## src/rtl/keypad_pkg.sv

```systemverilog
// Shared types and constants for the 4x4 keypad scanner.
// Row-drive encoding, FSM states and key-code width.
package keypad_pkg;

  localparam int KEY_W = 4;

  localparam logic [3:0] ROW_IDLE = 4'b1111;

  typedef enum logic [1:0] {
    SCAN,
    DEBOUNCE,
    PRESSED,
    RELEASE
  } state_e;

  function automatic logic [3:0] row_drive(input logic [1:0] idx);
    row_drive = ROW_IDLE & ~(4'b0001 << idx);
  endfunction

endpackage

```

## src/rtl/keypad_scan_sync.sv

```systemverilog
// Two-flop synchronizer for asynchronous level inputs.
// Reset value is a parameter so idle lines come up inactive.
module sync_2ff #(
  parameter int           W       = 4,
  parameter logic [W-1:0] RST_VAL = '1
) (
  input  logic         clk,
  input  logic         rst,
  input  logic [W-1:0] d,
  output logic [W-1:0] q
);

  logic [W-1:0] meta_q;
  logic [W-1:0] sync_q;

  // Two back-to-back stages to let metastability resolve
  always_ff @(posedge clk or posedge rst) begin
    if (rst) begin
      meta_q <= RST_VAL;
      sync_q <= RST_VAL;
    end else begin
      meta_q <= d;
      sync_q <= meta_q;
    end
  end

  assign q = sync_q;

endmodule

```

## src/rtl/keypad_scan.sv

```systemverilog
// 4x4 active-low keypad scanner with press/release debounce.
// Define KEYPAD_REPEAT_EN to add auto-repeat while a key is held.
module keypad_scan
  import keypad_pkg::*;
#(
  parameter int SETTLE       = 3,
  parameter int DEBOUNCE_CYC = 20,
  parameter int REPEAT_DELAY = 500,
  parameter int REPEAT_RATE  = 100
) (
  input  logic             clk,
  input  logic             rst,
  output logic [3:0]       key_row,
  input  logic [3:0]       key_col,
  output logic [KEY_W-1:0] key_code,
  output logic             key_valid,
  output logic             key_held
);

  localparam int TOP_A = (DEBOUNCE_CYC > REPEAT_DELAY) ?
                         DEBOUNCE_CYC : REPEAT_DELAY;
  localparam int TOP_B = (TOP_A > REPEAT_RATE) ? TOP_A : REPEAT_RATE;
  localparam int TOP_C = (TOP_B > SETTLE) ? TOP_B : SETTLE;
  localparam int CNT_W = $clog2(TOP_C + 1);

  localparam logic [CNT_W-1:0] CNT_SAT = '1;
  localparam logic [CNT_W-1:0] SET_C   = CNT_W'(SETTLE - 1);
  localparam logic [CNT_W-1:0] DEB_C   = CNT_W'(DEBOUNCE_CYC);

  logic [3:0]       col_s;
  logic             col_bit;
  logic [1:0]       low_col;
  logic [CNT_W-1:0] cnt_inc;
  logic             rep_fire;

  state_e           state_q, state_d;
  logic [1:0]       row_q, row_d;
  logic [1:0]       col_q, col_d;
  logic [CNT_W-1:0] cnt_q, cnt_d;
  logic [3:0]       key_row_q, key_row_d;
  logic [KEY_W-1:0] code_q, code_d;
  logic             valid_q, valid_d;
  logic             held_q, held_d;

  sync_2ff #(
    .W      (4),
    .RST_VAL(ROW_IDLE)
  ) u_col_sync (
    .clk(clk),
    .rst(rst),
    .d  (key_col),
    .q  (col_s)
  );

  assign col_bit = col_s[col_q];
  assign cnt_inc = (cnt_q == CNT_SAT) ? cnt_q : cnt_q + CNT_W'(1);

  // Lowest-index low column wins when several are pressed
  always_comb begin
    low_col = 2'd3;
    if (!col_s[0])      low_col = 2'd0;
    else if (!col_s[1]) low_col = 2'd1;
    else if (!col_s[2]) low_col = 2'd2;
  end

`ifdef KEYPAD_REPEAT_EN
  localparam logic [CNT_W-1:0] DLY_C  = CNT_W'(REPEAT_DELAY);
  localparam logic [CNT_W-1:0] RATE_C = CNT_W'(REPEAT_RATE);

  logic [CNT_W-1:0] rep_q, rep_d, rep_inc;
  logic             first_q, first_d;

  // Repeat timer runs in PRESSED, freezes in RELEASE, clears otherwise
  always_comb begin
    rep_d    = rep_q;
    first_d  = first_q;
    rep_fire = 1'b0;
    rep_inc  = (rep_q == CNT_SAT) ? rep_q : rep_q + CNT_W'(1);
    unique case (state_q)
      SCAN, DEBOUNCE: begin
        rep_d   = '0;
        first_d = 1'b1;
      end
      PRESSED: begin
        if (!col_bit) begin
          rep_d = rep_inc;
          if (rep_inc == (first_q ? DLY_C : RATE_C)) begin
            rep_fire = 1'b1;
            rep_d    = '0;
            first_d  = 1'b0;
          end
        end
      end
      default: ;
    endcase
  end

  // Repeat timer state
  always_ff @(posedge clk or posedge rst) begin
    if (rst) begin
      rep_q   <= '0;
      first_q <= 1'b1;
    end else begin
      rep_q   <= rep_d;
      first_q <= first_d;
    end
  end
`else
  assign rep_fire = 1'b0;
`endif

  // Scan / debounce / hold / release sequencing
  always_comb begin
    state_d = state_q;
    row_d   = row_q;
    col_d   = col_q;
    cnt_d   = cnt_q;
    code_d  = code_q;
    valid_d = 1'b0;
    held_d  = held_q;
    unique case (state_q)
      SCAN: begin
        if (cnt_q >= SET_C) begin
          cnt_d = '0;
          if (!(&col_s)) begin
            col_d   = low_col;
            state_d = DEBOUNCE;
          end else begin
            row_d = row_q + 2'd1;
          end
        end else begin
          cnt_d = cnt_inc;
        end
      end
      DEBOUNCE: begin
        if (!col_bit) begin
          cnt_d = cnt_inc;
          if (cnt_inc == DEB_C) begin
            state_d = PRESSED;
            code_d  = {row_q, col_q};
            valid_d = 1'b1;
            held_d  = 1'b1;
            cnt_d   = '0;
          end
        end else begin
          state_d = SCAN;
          row_d   = row_q + 2'd1;
          cnt_d   = '0;
        end
      end
      PRESSED: begin
        if (col_bit) begin
          cnt_d   = '0;
          state_d = RELEASE;
        end else begin
          valid_d = rep_fire;
        end
      end
      RELEASE: begin
        if (col_bit) begin
          cnt_d = cnt_inc;
          if (cnt_inc == DEB_C) begin
            held_d  = 1'b0;
            state_d = SCAN;
            row_d   = row_q + 2'd1;
            cnt_d   = '0;
          end
        end else begin
          state_d = PRESSED;
          cnt_d   = '0;
        end
      end
      default: state_d = SCAN;
    endcase
    key_row_d = row_drive(row_d);
  end

  // FSM state and registered outputs
  always_ff @(posedge clk or posedge rst) begin
    if (rst) begin
      state_q   <= SCAN;
      row_q     <= '0;
      col_q     <= '0;
      cnt_q     <= '0;
      key_row_q <= row_drive(2'd0);
      code_q    <= '0;
      valid_q   <= 1'b0;
      held_q    <= 1'b0;
    end else begin
      state_q   <= state_d;
      row_q     <= row_d;
      col_q     <= col_d;
      cnt_q     <= cnt_d;
      key_row_q <= key_row_d;
      code_q    <= code_d;
      valid_q   <= valid_d;
      held_q    <= held_d;
    end
  end

  assign key_row   = key_row_q;
  assign key_code  = code_q;
  assign key_valid = valid_q;
  assign key_held  = held_q;

endmodule

```

## config.mk

```make
export PLATFORM = sky130hd
export DESIGN_NAME = keypad_scan
export DESIGN_NICKNAME = d
export VERILOG_FILES = /design/src/rtl/keypad_pkg.sv /design/src/rtl/keypad_scan_sync.sv /design/src/rtl/keypad_scan.sv
export SDC_FILE = /design/constraint.sdc
export NUM_CORES = 1
export LEC_CHECK = 0
export CORE_ASPECT_RATIO = 1.5
export CORE_MARGIN = 2
export CORE_UTILIZATION = 40
export CTS_BUF_LIST = sky130_fd_sc_hd__clkbuf_8 sky130_fd_sc_hd__clkbuf_16
export DETAILED_ROUTE_END_ITERATION = 10
export DONT_BUFFER_PORTS = 1
export PLACE_DENSITY = 0.65
export SETUP_SLACK_MARGIN = 0.2
export SYNTH_ARGS = -nofsm -noshare
export SYNTH_HDL_FRONTEND = slang
export SYNTH_SLANG_ARGS = --single-unit
```

## constraint.sdc

```tcl
create_clock -name clk -period 5.4 [get_ports clk]
set_input_delay 0.54 -clock clk [delete_from_list [all_inputs] [get_ports clk]]
set_output_delay 0.54 -clock clk [all_outputs]
set_load 0.01 [all_outputs]
```

==> impl_metrics.sql, run 1 <==
INSERT INTO impl_metrics (metric_group, metric, value, unit) VALUES
('outcome', 'result_of_the_run', 'completed', ''),
('timing', 'fin_crit_sh', '48.88', '%'),
('critical_path', 'crit_path_end_kind', 'flop', ''),
('cts', 'cts_tree', 'built', ''),
('floorplan', 'io_pins', '16', ''),
('routing', 'wire_per_inst', '16.73', 'um'),
('floorplan', 'die-height', '85.31', 'um'),
('cts', 'postCtsHoldBufs', '0', ''),
('cts', 'post-cts-setup-buffer-count', '0', ''),
('floorplan', 'floorplan.rows', '29', ''),
('routing', 'vias', '1327', ''),
('routing', 'wl_met3', '145', 'um'),
('global_route', 'groute.usage.overall', '16.98', '%'),
('critical_path', 'worst-endpoint-arrival', '2.80', 'ns'),
('power', 'sw_frac_of_total', '36.90', '%'),
('critical_path', 'critPathMaxStageDelay', '0.51', 'ns'),
('cts', 'root_buffer_cell', 'clkbuf_8', ''),
('routing', 'wirelength', '3597', 'um'),
('routing', 'detail_route.vias_per_cell', '6.172', ''),
('global_route', 'global_route_wire_length_before_repair', '6417', 'um'),
('yosys', 'synthDistinctLibCells', '49', ''),
('routing', 'wl_met2', '1984', 'um'),
('floorplan', 'design.core.area', '0.004245', 'mm^2'),
('yosys', 'synthesis.instances', '170', ''),
('critical_path', 'cp_top_family', 'simple AND/OR/NAND/NOR gates', ''),
('run', 'maxCapViolCount', '0', ''),
('global_route', 'grt_overflow_total', '0', ''),
('critical_path', 'crit_chain', 'ha_1, nand3_1, nor4_2, o2111ai_1, nor2_2, and4_1, mux2_1', ''),
('place', 'numPortBuffers', '0', ''),
('global_route', 'grt_start_max_net_pins', '34', ''),
('place', 'detailedPlacementHpwl', '2618', 'um'),
('cts', 'htreeDepth', '2', ''),
('timing', 'timing_hold_violations_final', '0', ''),
('cts', 'cts-root-to-sink-buffers', '2', ''),
('critical_path', 'worstPathBufferInverterCount', '0', ''),
('yosys', 'synth_async_sr_flop_share', '100.0', '%'),
('timing', 'timing.final.ws_setup', '2.761', 'ns'),
('timing', 'max_transition_margin', '54.65', '%'),
('critical_path', 'criticalPathCategory', 'flop to flop', ''),
('yosys', 'syn_nets', '178', ''),
('timing', 'final.setup_skew', '0.002921', 'ns'),
('power', 'power_report.internal_total', '0.5332', 'mW'),
('global_route', 'antenna_found_initial', '0', ''),
('power', 'p_per_area', '452.0', 'mW/mm^2'),
('cells_and_area', 'final_core_utilization', '44.03', '%'),
('cells_and_area', 'layout_common_cells', '22 x dfrtp_1, 15 x nand2_1, 12 x a31oi_1', ''),
('cts', 'worstSkewPairLatency', '0.28', 'ns'),
('timing', 'period_minus_slack', '2.639', 'ns'),
('cts', 'cts_sinks', '33', ''),
('global_route', 'vias_in_the_first_global_route', '1312', ''),
('cells_and_area', 'final_common_cell', 'dfrtp_1', ''),
('timing', 'worst-slew-pin-transition', '0.6777', 'ns'),
('yosys', 'post_synth_instance_area', '0.001763', 'mm^2'),
('yosys', 'number_of_synthesized_flops_with_an_enable_pin', '0', ''),
('power', 'clock_power_share', '23.5', '%'),
('critical_path', 'cp_data_required_time', '5.56', 'ns'),
('power', 'logic_gate_share_of_total_power', '32.1', '%'),
('routing', 'drtAntennaViolNets', '0', ''),
('hold_path', 'hp-class', 'input pin to asynchronous set/reset pin', ''),
('routing', 'drc', '0', ''),
('cts', 'cts.repair.resized', '0', ''),
('cells_and_area', 'layout-area-overhead-vs-synth', '6.032', '%'),
('place', 'dp_worst_setup_slack', '2.828', 'ns'),
('timing', 'rsz0062_at_grt', 'no', ''),
('floorplan', 'start_util', '41.53', '%'),
('floorplan', 'fp.dieW', '58.21', 'um'),
('power', 'vdd.ir_drop.worst', '0.0002712', 'V'),
('cells_and_area', 'antenna_diode_instance_count', '0', ''),
('routing', 'detailedRoute.firstIterationViolations', '73', ''),
('cts', 'cts_buffers', '5', ''),
('place', 'final_wtd_congestion', '0.8441', '');
[path summary, 6_finish.rpt]
kind	start	endpoint	slack, ns	cells after the start
hold / removal	rst	row_q[1]	0.23	2
hold reg to reg	u_col_sync.meta_q[3]	u_col_sync.q[3]	0.36	0
min in group clk	key_col[3]	u_col_sync.meta_q[3]	0.25	0
max in group asynchronous	rst	u_col_sync.q[3]	4.84	2
setup reg to reg	cnt_q[0]	key_code[2]	2.76	7
setup / recovery	cnt_q[0]	key_code[2]	2.76	7
[worst reg2reg max path: stages, from the launching register on]
cell and delay, ns:
dfrtp_1 0.51, ha_1 0.32, nand3_1 0.20, nor4_2 0.31, o2111ai_1 0.27, nor2_2 0.21
and4_1 0.34, mux2_1 0.35
[through the flow]
step | power, mW | std cells | hold slack, ns | cell area, um^2
finish | 0.8450 | 215 | 0.2294 | 1869
global placement | 0.6408 | 207 | 0.3479 | 1768
floorplan | 0.5982 | 170 | 0.3452 | 1763
CTS | 0.8570 | 215 | 0.2358 | 1869
detailed placement | 0.6495 | 207 | 0.3473 | 1768
global route | 0.9155 | 215 | 0.2373 | 1869
[per-layer routing]
layer	track usage [%]	up-vias
li1	-	627
met1	19.08	656
met2	29.65	37
met3	4.421	7
met4	7.188	0
met5	0	-
[cell usage after synthesis (4+ instances only)]
master,instances,area share (%)
mux2_1,4,2.6
a31oi_1,12,4.3
nand2_1,15,3.2
mux2i_1,4,2.3
a21oi_1,8,2.3
o21ai_0,6,1.7
nor2_1,5,1.1
nand4_1,4,1.4
o22a_1,5,2.5
dfstp_2,11,16
nor3_1,7,2.0
dfrtp_1,22,31
inv_1,9,1.9
nand3_1,6,1.7
[layout make-up]
class	count	area, um^2
fillers	392	2376
well taps	46	57.56
flip-flops and latches	33	839.6
clock buffers	7	96.34
inverters	9	33.78
clock inverters	1	5.005
repair buffers	1	7.507
multi-input cells	118	829.5
[flip-flops by register name (all words and copies together) (netlist names), named ones only]
signal / cells
state_q: 1
row_q: 2
key_valid: 1
key_row: 4
cnt_q: 9
u_col_sync.q: 4
col_q: 2
u_col_sync.meta_q: 4
key_held: 1
key_code: 4
[power groups by stage]
| stage | Combinational (mW) | Sequential [mW] | Clock, mW |
|---|---|---|---|
| 3_5_place_dp | 0.270 | 0.379 | 0 |
| 4_1_cts | 0.273 | 0.375 | 0.209 |
| 2_1_floorplan | 0.261 | 0.337 | 0 |
| 5_1_grt | 0.312 | 0.387 | 0.216 |
| 3_3_place_gp | 0.264 | 0.377 | 0 |
| 6_report | 0.271 | 0.375 | 0.199 |
[kinds of logic after synthesis]
kind of cell / synth area share (%)
AO/OA/AOI/OAI: 19.66
XOR/XNOR: 0.9938
adder cells (fa/ha/maj): 1.419
buffers and inverters: 5.322
flip-flops: 47.62
multiplexers: 7.594
AND/OR/NAND/NOR: 17.39
No activity file was read; power rests on OpenSTA's default activity.
==> run 2, diff against run 1 <==
--- a/config.mk
+++ b/config.mk
@@ -11,7 +11,7 @@
 export CTS_BUF_LIST = sky130_fd_sc_hd__clkbuf_8 sky130_fd_sc_hd__clkbuf_16
 export DETAILED_ROUTE_END_ITERATION = 10
 export DONT_BUFFER_PORTS = 1
-export PLACE_DENSITY = 0.65
+export PLACE_DENSITY = 0.67
 export SETUP_SLACK_MARGIN = 0.2
 export SYNTH_ARGS = -nofsm -noshare
 export SYNTH_HDL_FRONTEND = slang
==> constraint.sdc (replaced) <==
create_clock -name clk -period 2.2 [get_ports clk]
set_input_delay 0.22 -clock clk [delete_from_list [all_inputs] [get_ports clk]]
set_output_delay 0.22 -clock clk [all_outputs]
set_load 0.01 [all_outputs]
==> impl_metrics.sql, run 2 (synthesized netlist as in run 1, its figures left out) <==
INSERT INTO impl_metrics (metric_group, metric, value, unit) VALUES
('power', 'p_per_area', '1209', 'mW/mm^2'),
('cells_and_area', 'final_common_cell', 'buf_4', ''),
('cells_and_area', 'layout_common_cells', '28 x buf_4, 19 x dfrtp_1, 14 x nand2_1', ''),
('hold_path', 'hp-class', 'input pin to asynchronous set/reset pin', ''),
('routing', 'detail_route.vias_per_cell', '5.980', ''),
('floorplan', 'design.core.area', '0.004245', 'mm^2'),
('routing', 'drc', '0', ''),
('timing', 'max_transition_margin', '66.22', '%'),
('critical_path', 'worst-endpoint-arrival', '2.54', 'ns'),
('outcome', 'violations', 'negative setup slack', ''),
('timing', 'period_minus_slack', '2.342', 'ns'),
('global_route', 'groute.usage.overall', '19.42', '%'),
('global_route', 'global_route_wire_length_before_repair', '7265', 'um'),
('routing', 'wl_met1', '1741', 'um'),
('critical_path', 'crit_path_end_kind', 'flop', ''),
('cts', 'htreeDepth', '2', ''),
('timing', 'max_freq', '427.0', 'MHz'),
('timing', 'final-setup-viol-count', '14', ''),
('floorplan', 'fp.dieArea', '0.004965', 'mm^2'),
('routing', 'top_signal_layer_used', 'met4', ''),
('timing', 'final.setup_skew', '0.007770', 'ns'),
('cts', 'cts_buffers', '5', ''),
('cells_and_area', 'layout-area-overhead-vs-synth', '40.81', '%'),
('floorplan', 'fp.dieW', '58.21', 'um'),
('critical_path', 'worstPathMaxFanout', '6', ''),
('cts', 'root_buffer_cell', 'clkbuf_8', ''),
('routing', 'vias', '1519', ''),
('routing', 'wire_per_inst', '18.30', 'um'),
('global_route', 'grt_start_max_net_pins', '15', ''),
('floorplan', 'io_pins', '16', ''),
('place', 'detailedPlacementHpwl', '3075', 'um'),
('place', 'dp_worst_setup_slack', '-0.1030', 'ns'),
('timing', 'finalMaxSlewViolations', '0', ''),
('critical_path', 'cp_data_required_time', '2.40', 'ns'),
('place', 'final_wtd_congestion', '0.9026', ''),
('global_route', 'grt_overflow_total', '0', ''),
('place', 'numPortBuffers', '0', ''),
('timing', 'fin_crit_sh', '106.4', '%'),
('cts', 'cts-root-to-sink-buffers', '2', ''),
('timing', 'timing_hold_violations_final', '0', ''),
('timing', 'timing.final.ws_setup', '-0.1418', 'ns'),
('critical_path', 'criticalPathCategory', 'flop to flop', ''),
('global_route', 'antenna_found_initial', '0', ''),
('timing', 'rsz0062_at_grt', 'yes', ''),
('outcome', 'result_of_the_run', 'complete, but fails checks', ''),
('cts', 'cts_tree', 'built', ''),
('timing', 'worst-slew-pin-transition', '0.5028', 'ns'),
('routing', 'drtAntennaViolNets', '0', ''),
('floorplan', 'die-height', '85.31', 'um'),
('floorplan', 'start_util', '41.53', '%'),
('routing', 'wl_met3', '203', 'um'),
('cells_and_area', 'drive_above_1_share', '48.56', '%'),
('global_route', 'vias_in_the_first_global_route', '1580', ''),
('cells_and_area', 'antenna_diode_instance_count', '0', ''),
('cts', 'worstSkewPairLatency', '0.29', 'ns'),
('run', 'maxCapViolCount', '0', ''),
('cells_and_area', 'top_register', 'cnt_q', ''),
('routing', 'wirelength', '4648', 'um'),
('routing', 'firstDrtPassIters', '4', ''),
('power', 'vdd.ir_drop.worst', '0.0008461', 'V'),
('cells_and_area', 'largest_reg_flops', '9', ''),
('routing', 'detailedRoute.firstIterationViolations', '71', ''),
('cells_and_area', 'final_net_count', '215', ''),
('power', 'total_leakage_power', '1.008', 'nW'),
('timing', 'hold_slack', '0.3162', 'ns'),
('floorplan', 'floorplan.rows', '29', ''),
('cts', 'cts_sinks', '33', ''),
('routing', 'wl_met2', '2524', 'um'),
('critical_path', 'worst_setup_path_start_kind', 'flop', ''),
('cts', 'clkSlewWorstSetupHoldPaths', '0.07', 'ns');
## run 2: cell types whose count changed in the layout (fill, tap and decap cells not counted), sizes merged
| cell | change |
|---|---|
| buf | +34 |
| bufinv | +2 |
| clkbuf | -2 |
| dlygate4sd3 | +5 |
## run 2: cell type report
| cell class | instances | area [um^2] |
|---|---|---|
| clock buffer | 5 | 68.82 |
| clock inverter | 3 | 65.06 |
| fill | 336 | 1763 |
| inverter | 9 | 33.78 |
| multi-input combinational | 118 | 1066 |
| sequential | 33 | 843.3 |
| tap | 46 | 57.56 |
| timing repair buffer | 40 | 347.8 |
## run 2: final timing paths
check,start,endpoint,slack (ns),cells past startpoint
min reg2reg,u_col_sync.meta_q[2],u_col_sync.q[2],0.35,0
min in group clk,u_col_sync.meta_q[2],u_col_sync.q[2],0.35,0
max reg2reg,cnt_q[1],cnt_q[1],-0.14,8
max,cnt_q[1],cnt_q[1],-0.14,8
min,rst,key_code[0],0.32,2
max in group asynchronous,rst,u_col_sync.q[1],1.32,3
## run 2: metal layers
layer | up-vias | global-route usage [%]
li1 | 708 | -
met1 | 745 | 20.89
met2 | 49 | 33.37
met3 | 17 | 4.421
met4 | 0 | 12.26
met5 | - | 0
## run 2: repair_timing
| item | 4_1_cts | 5_1_grt |
|---|---|---|
| hold endpoints to repair | 11 | 0 |
| gates resized for setup | 17 | 23 |
| hold buffers | 5 | 0 |
| endpoints found under the setup margin | 20 | 22 |
| cloned | 0 | 0 |
| pin swaps | 12 | 10 |
| setup buffers | 10 | 1 |
## run 2: power by group
part           leakage [nW]  internal, mW  switching [mW]
Sequential            0.402         0.742           0.141
Combinational         0.537         0.743           0.702
Clock                0.0681         0.450           0.223
Total                  1.01          1.93            1.07
## run 2: through the flow
step	area (um^2)	power (mW)	utilization, %	TNS [ns]	cells
final	2482	3.001	58.47	-0.8564	254
after global routing	2482	3.153	58.47	-2.166	254
after CTS	2351	2.781	55.38	-0.3602	253
after detailed placement	2007	1.856	47.27	-0.5036	230
after global placement	2007	1.806	47.27	-0.1725	230
after floorplan	1833	1.545	-	-0.01873	170
## run 2: worst max-delay path: stages, from the launching register on
cell and delay (ns):
dfrtp_2 0.42, buf_4 0.16, buf_12 0.13, nor3_2 0.23
a31oi_2 0.15, or3_4 0.37, a22o_4 0.24, or3b_4 0.39
o22ai_2 0.17
==> run 3, diff against run 2 <==
--- a/config.mk
+++ b/config.mk
@@ -6,7 +6,7 @@
 export NUM_CORES = 1
 export LEC_CHECK = 0
 export CORE_ASPECT_RATIO = 1.5
-export CORE_MARGIN = 2
+export CORE_MARGIN = 10
 export CORE_UTILIZATION = 40
 export CTS_BUF_LIST = sky130_fd_sc_hd__clkbuf_8 sky130_fd_sc_hd__clkbuf_16
 export DETAILED_ROUTE_END_ITERATION = 10
==> impl_metrics.sql, run 3 (synthesized netlist as in run 1, its figures left out) <==
INSERT INTO impl_metrics (metric_group, metric, value, unit) VALUES
('global_route', 'groute.usage.overall', '12.74', '%'),
('hold_path', 'hold_path_cells', '0', ''),
('cts', 'worstSkewPairLatency', '0.29', 'ns'),
('place', 'detailedPlacementHpwl', '3188', 'um'),
('cells_and_area', 'top_register', 'cnt_q', ''),
('critical_path', 'worst-endpoint-arrival', '2.49', 'ns'),
('critical_path', 'critPathMaxStageDelay', '0.46', 'ns'),
('run', 'maxCapViolCount', '0', ''),
('cells_and_area', 'final_net_count', '219', ''),
('critical_path', 'regToRegEndpoint', 'cnt_q[0]', ''),
('timing', 'final.setup_skew', '0.008891', 'ns'),
('cells_and_area', 'final_core_utilization', '57.74', '%'),
('cells_and_area', 'final.fill_count', '333', ''),
('floorplan', 'fp.dieArea', '0.007518', 'mm^2'),
('routing', 'drc', '0', ''),
('routing', 'wirelength', '4759', 'um'),
('floorplan', 'io_pins', '16', ''),
('timing', 'setup_tns', '-0.4590', 'ns'),
('place', 'numPortBuffers', '0', ''),
('cells_and_area', 'final_common_cell', 'buf_4', ''),
('floorplan', 'floorplan.rows', '29', ''),
('global_route', 'grtUsageMet3', '3.816', '%'),
('timing', 'fin_crit_sh', '104.5', '%'),
('hold_path', 'min_delay_worst_endpoint', 'u_col_sync.q[0]', ''),
('cells_and_area', 'layout-area-overhead-vs-synth', '39.03', '%'),
('critical_path', 'slowest_stage', 'dfrtp_2', ''),
('cts', 'root_buffer_cell', 'clkbuf_8', ''),
('power', 'total_leakage_power', '1.017', 'nW'),
('timing', 'rsz0062_at_grt', 'yes', ''),
('global_route', 'global_route.usage.met1', '12.90', '%'),
('place', 'final_wtd_congestion', '0.9249', ''),
('global_route', 'groute.layer.met2.usage', '21.58', '%'),
('cells_and_area', 'antenna_diode_instance_count', '0', ''),
('hold_path', 'hold_startpoint', 'u_col_sync.meta_q[0]', ''),
('cells_and_area', 'drive_above_1_share', '47.17', '%'),
('cells_and_area', 'layout_common_cells', '34 x buf_4, 18 x dfrtp_1, 14 x nand2_1', ''),
('timing', 'max_transition_margin', '69.61', '%'),
('critical_path', 'worstPathMaxFanout', '5', ''),
('floorplan', 'design.core.area', '0.004245', 'mm^2'),
('power', 'vdd.ir_drop.worst', '0.0008193', 'V'),
('critical_path', 'rrSetupSlack', '-0.1', 'ns'),
('critical_path', 'crit_chain', 'nor3_1, a31oi_2, or3_4, a22o_4, or3b_4, mux2i_1', ''),
('cts', 'cts_sinks', '33', ''),
('global_route', 'global_route_wire_length_before_repair', '7514', 'um'),
('routing', 'vias', '1524', ''),
('routing', 'detail_route.vias_per_cell', '5.907', ''),
('floorplan', 'die-height', '101.3', 'um'),
('outcome', 'result_of_the_run', 'complete, but fails checks', ''),
('routing', 'drtAntennaViolNets', '0', ''),
('cells_and_area', 'largest_reg_flops', '9', ''),
('timing', 'timing_hold_violations_final', '0', ''),
('critical_path', 'crit_path_end_kind', 'flop', ''),
('routing', 'wire_per_inst', '18.45', 'um'),
('hold_path', 'hp-class', 'flop to flop', ''),
('routing', 'firstDrtPassIters', '4', ''),
('timing', 'finalMaxSlewViolations', '0', ''),
('cts', 'cts-root-to-sink-buffers', '2', ''),
('critical_path', 'cp_data_required_time', '2.39', 'ns'),
('floorplan', 'fp.dieW', '74.21', 'um'),
('critical_path', 'origin_of_the_worst_setup_path', 'cnt_q[1]', ''),
('timing', 'worst-slew-pin-transition', '0.4523', 'ns'),
('timing', 'final-setup-viol-count', '9', ''),
('critical_path', 'r2r.worst_path.cells', '6', ''),
('global_route', 'vias_in_the_first_global_route', '1587', ''),
('cts', 'htreeDepth', '2', ''),
('cts', 'cts_tree', 'built', ''),
('critical_path', 'regToRegStartpoint', 'cnt_q[1]', ''),
('timing', 'timing.final.ws_setup', '-0.09960', 'ns'),
('critical_path', 'worst_setup_path_start_kind', 'flop', ''),
('global_route', 'antenna_found_initial', '0', ''),
('outcome', 'violations', 'negative setup slack', ''),
('cts', 'clkSlewWorstSetupHoldPaths', '0.06', 'ns'),
('cells_and_area', 'area_of_the_multi_input_gates', '0.001070', 'mm^2'),
('cts', 'cts_buffers', '5', ''),
('timing', 'max_freq', '434.9', 'MHz'),
('cells_and_area', 'final-seq-area', '844.6', 'um^2'),
('timing', 'period_minus_slack', '2.300', 'ns'),
('routing', 'detailedRoute.firstIterationViolations', '117', ''),
('global_route', 'top_usage_layer', 'met2', ''),
('critical_path', 'criticalPathCategory', 'flop to flop', ''),
('floorplan', 'start_util', '41.53', '%'),
('global_route', 'grt_overflow_total', '0', ''),
('timing', 'hold_slack', '0.3554', 'ns'),
('global_route', 'grt_start_max_net_pins', '34', ''),
('power', 'p_per_area', '1072', 'mW/mm^2');
[run 3: cell type report]
type / count / share of cell area (%)
clock inverter: 3 / 0.4594
tap: 46 / 2.348
inverter: 9 / 1.378
sequential: 33 / 34.46
timing repair buffer: 44 / 14.91
clock buffer: 5 / 2.808
multi-input combinational: 118 / 43.64
[run 3: worst max-delay path by stage]
| stage | slack (ns) | endpoint | cells past startpoint |
|---|---|---|---|
| finish | -0.1 | cnt_q[0] | 6 |
| global route | -0.16 | key_row[0] | 9 |
| CTS | 0.01 | key_code[3] | 8 |
| detailed placement | -0.15 | cnt_q[0] | 7 |
| global placement | -0.14 | cnt_q[1] | 7 |
| floorplan | -0.005 | key_code[0] | 10 |
[run 3: worst max-delay path, delay by kind of cell (launching register included)]
| kind | cells | cell delay (ns) |
|---|---|---|
| flops | 1 | 0.46 |
| simple gates | 3 | 1.15 |
| mux | 1 | 0.17 |
| compound gates | 2 | 0.42 |
[run 3: per-layer routing]
layer,share of wire (%),vias up
met5,0,-
met4,4.5,0
met3,4.3,22
met2,54,52
met1,37,732
li1,-,718
[run 3: through the flow]
step                setup WS, ns  total power, mW  cells  cell area [um^2]
finish                  -0.09960            2.627    258              2451
global route             -0.1553            2.793    258              2451
CTS                     0.009690            2.433    254              2303
global placement         -0.1404            1.731    234              2024
detailed placement       -0.1461            1.760    234              2024
floorplan              -0.004683            1.545    170              1833
[run 3: timing repair]
item / CTS / global route
gates resized for setup: 21 / 21
endpoints found under the setup margin: 20 / 21
hold buffers: 5 / 0
setup buffers: 7 / 4
hold endpoints to repair: 26 / 0
pin swaps: 10 / 14
[run 3: where the power goes]
group          switching (mW)  internal [mW]
registers               0.155          0.745
logic                   0.640          0.671
clock network           0.205          0.210
total                    1.00           1.63
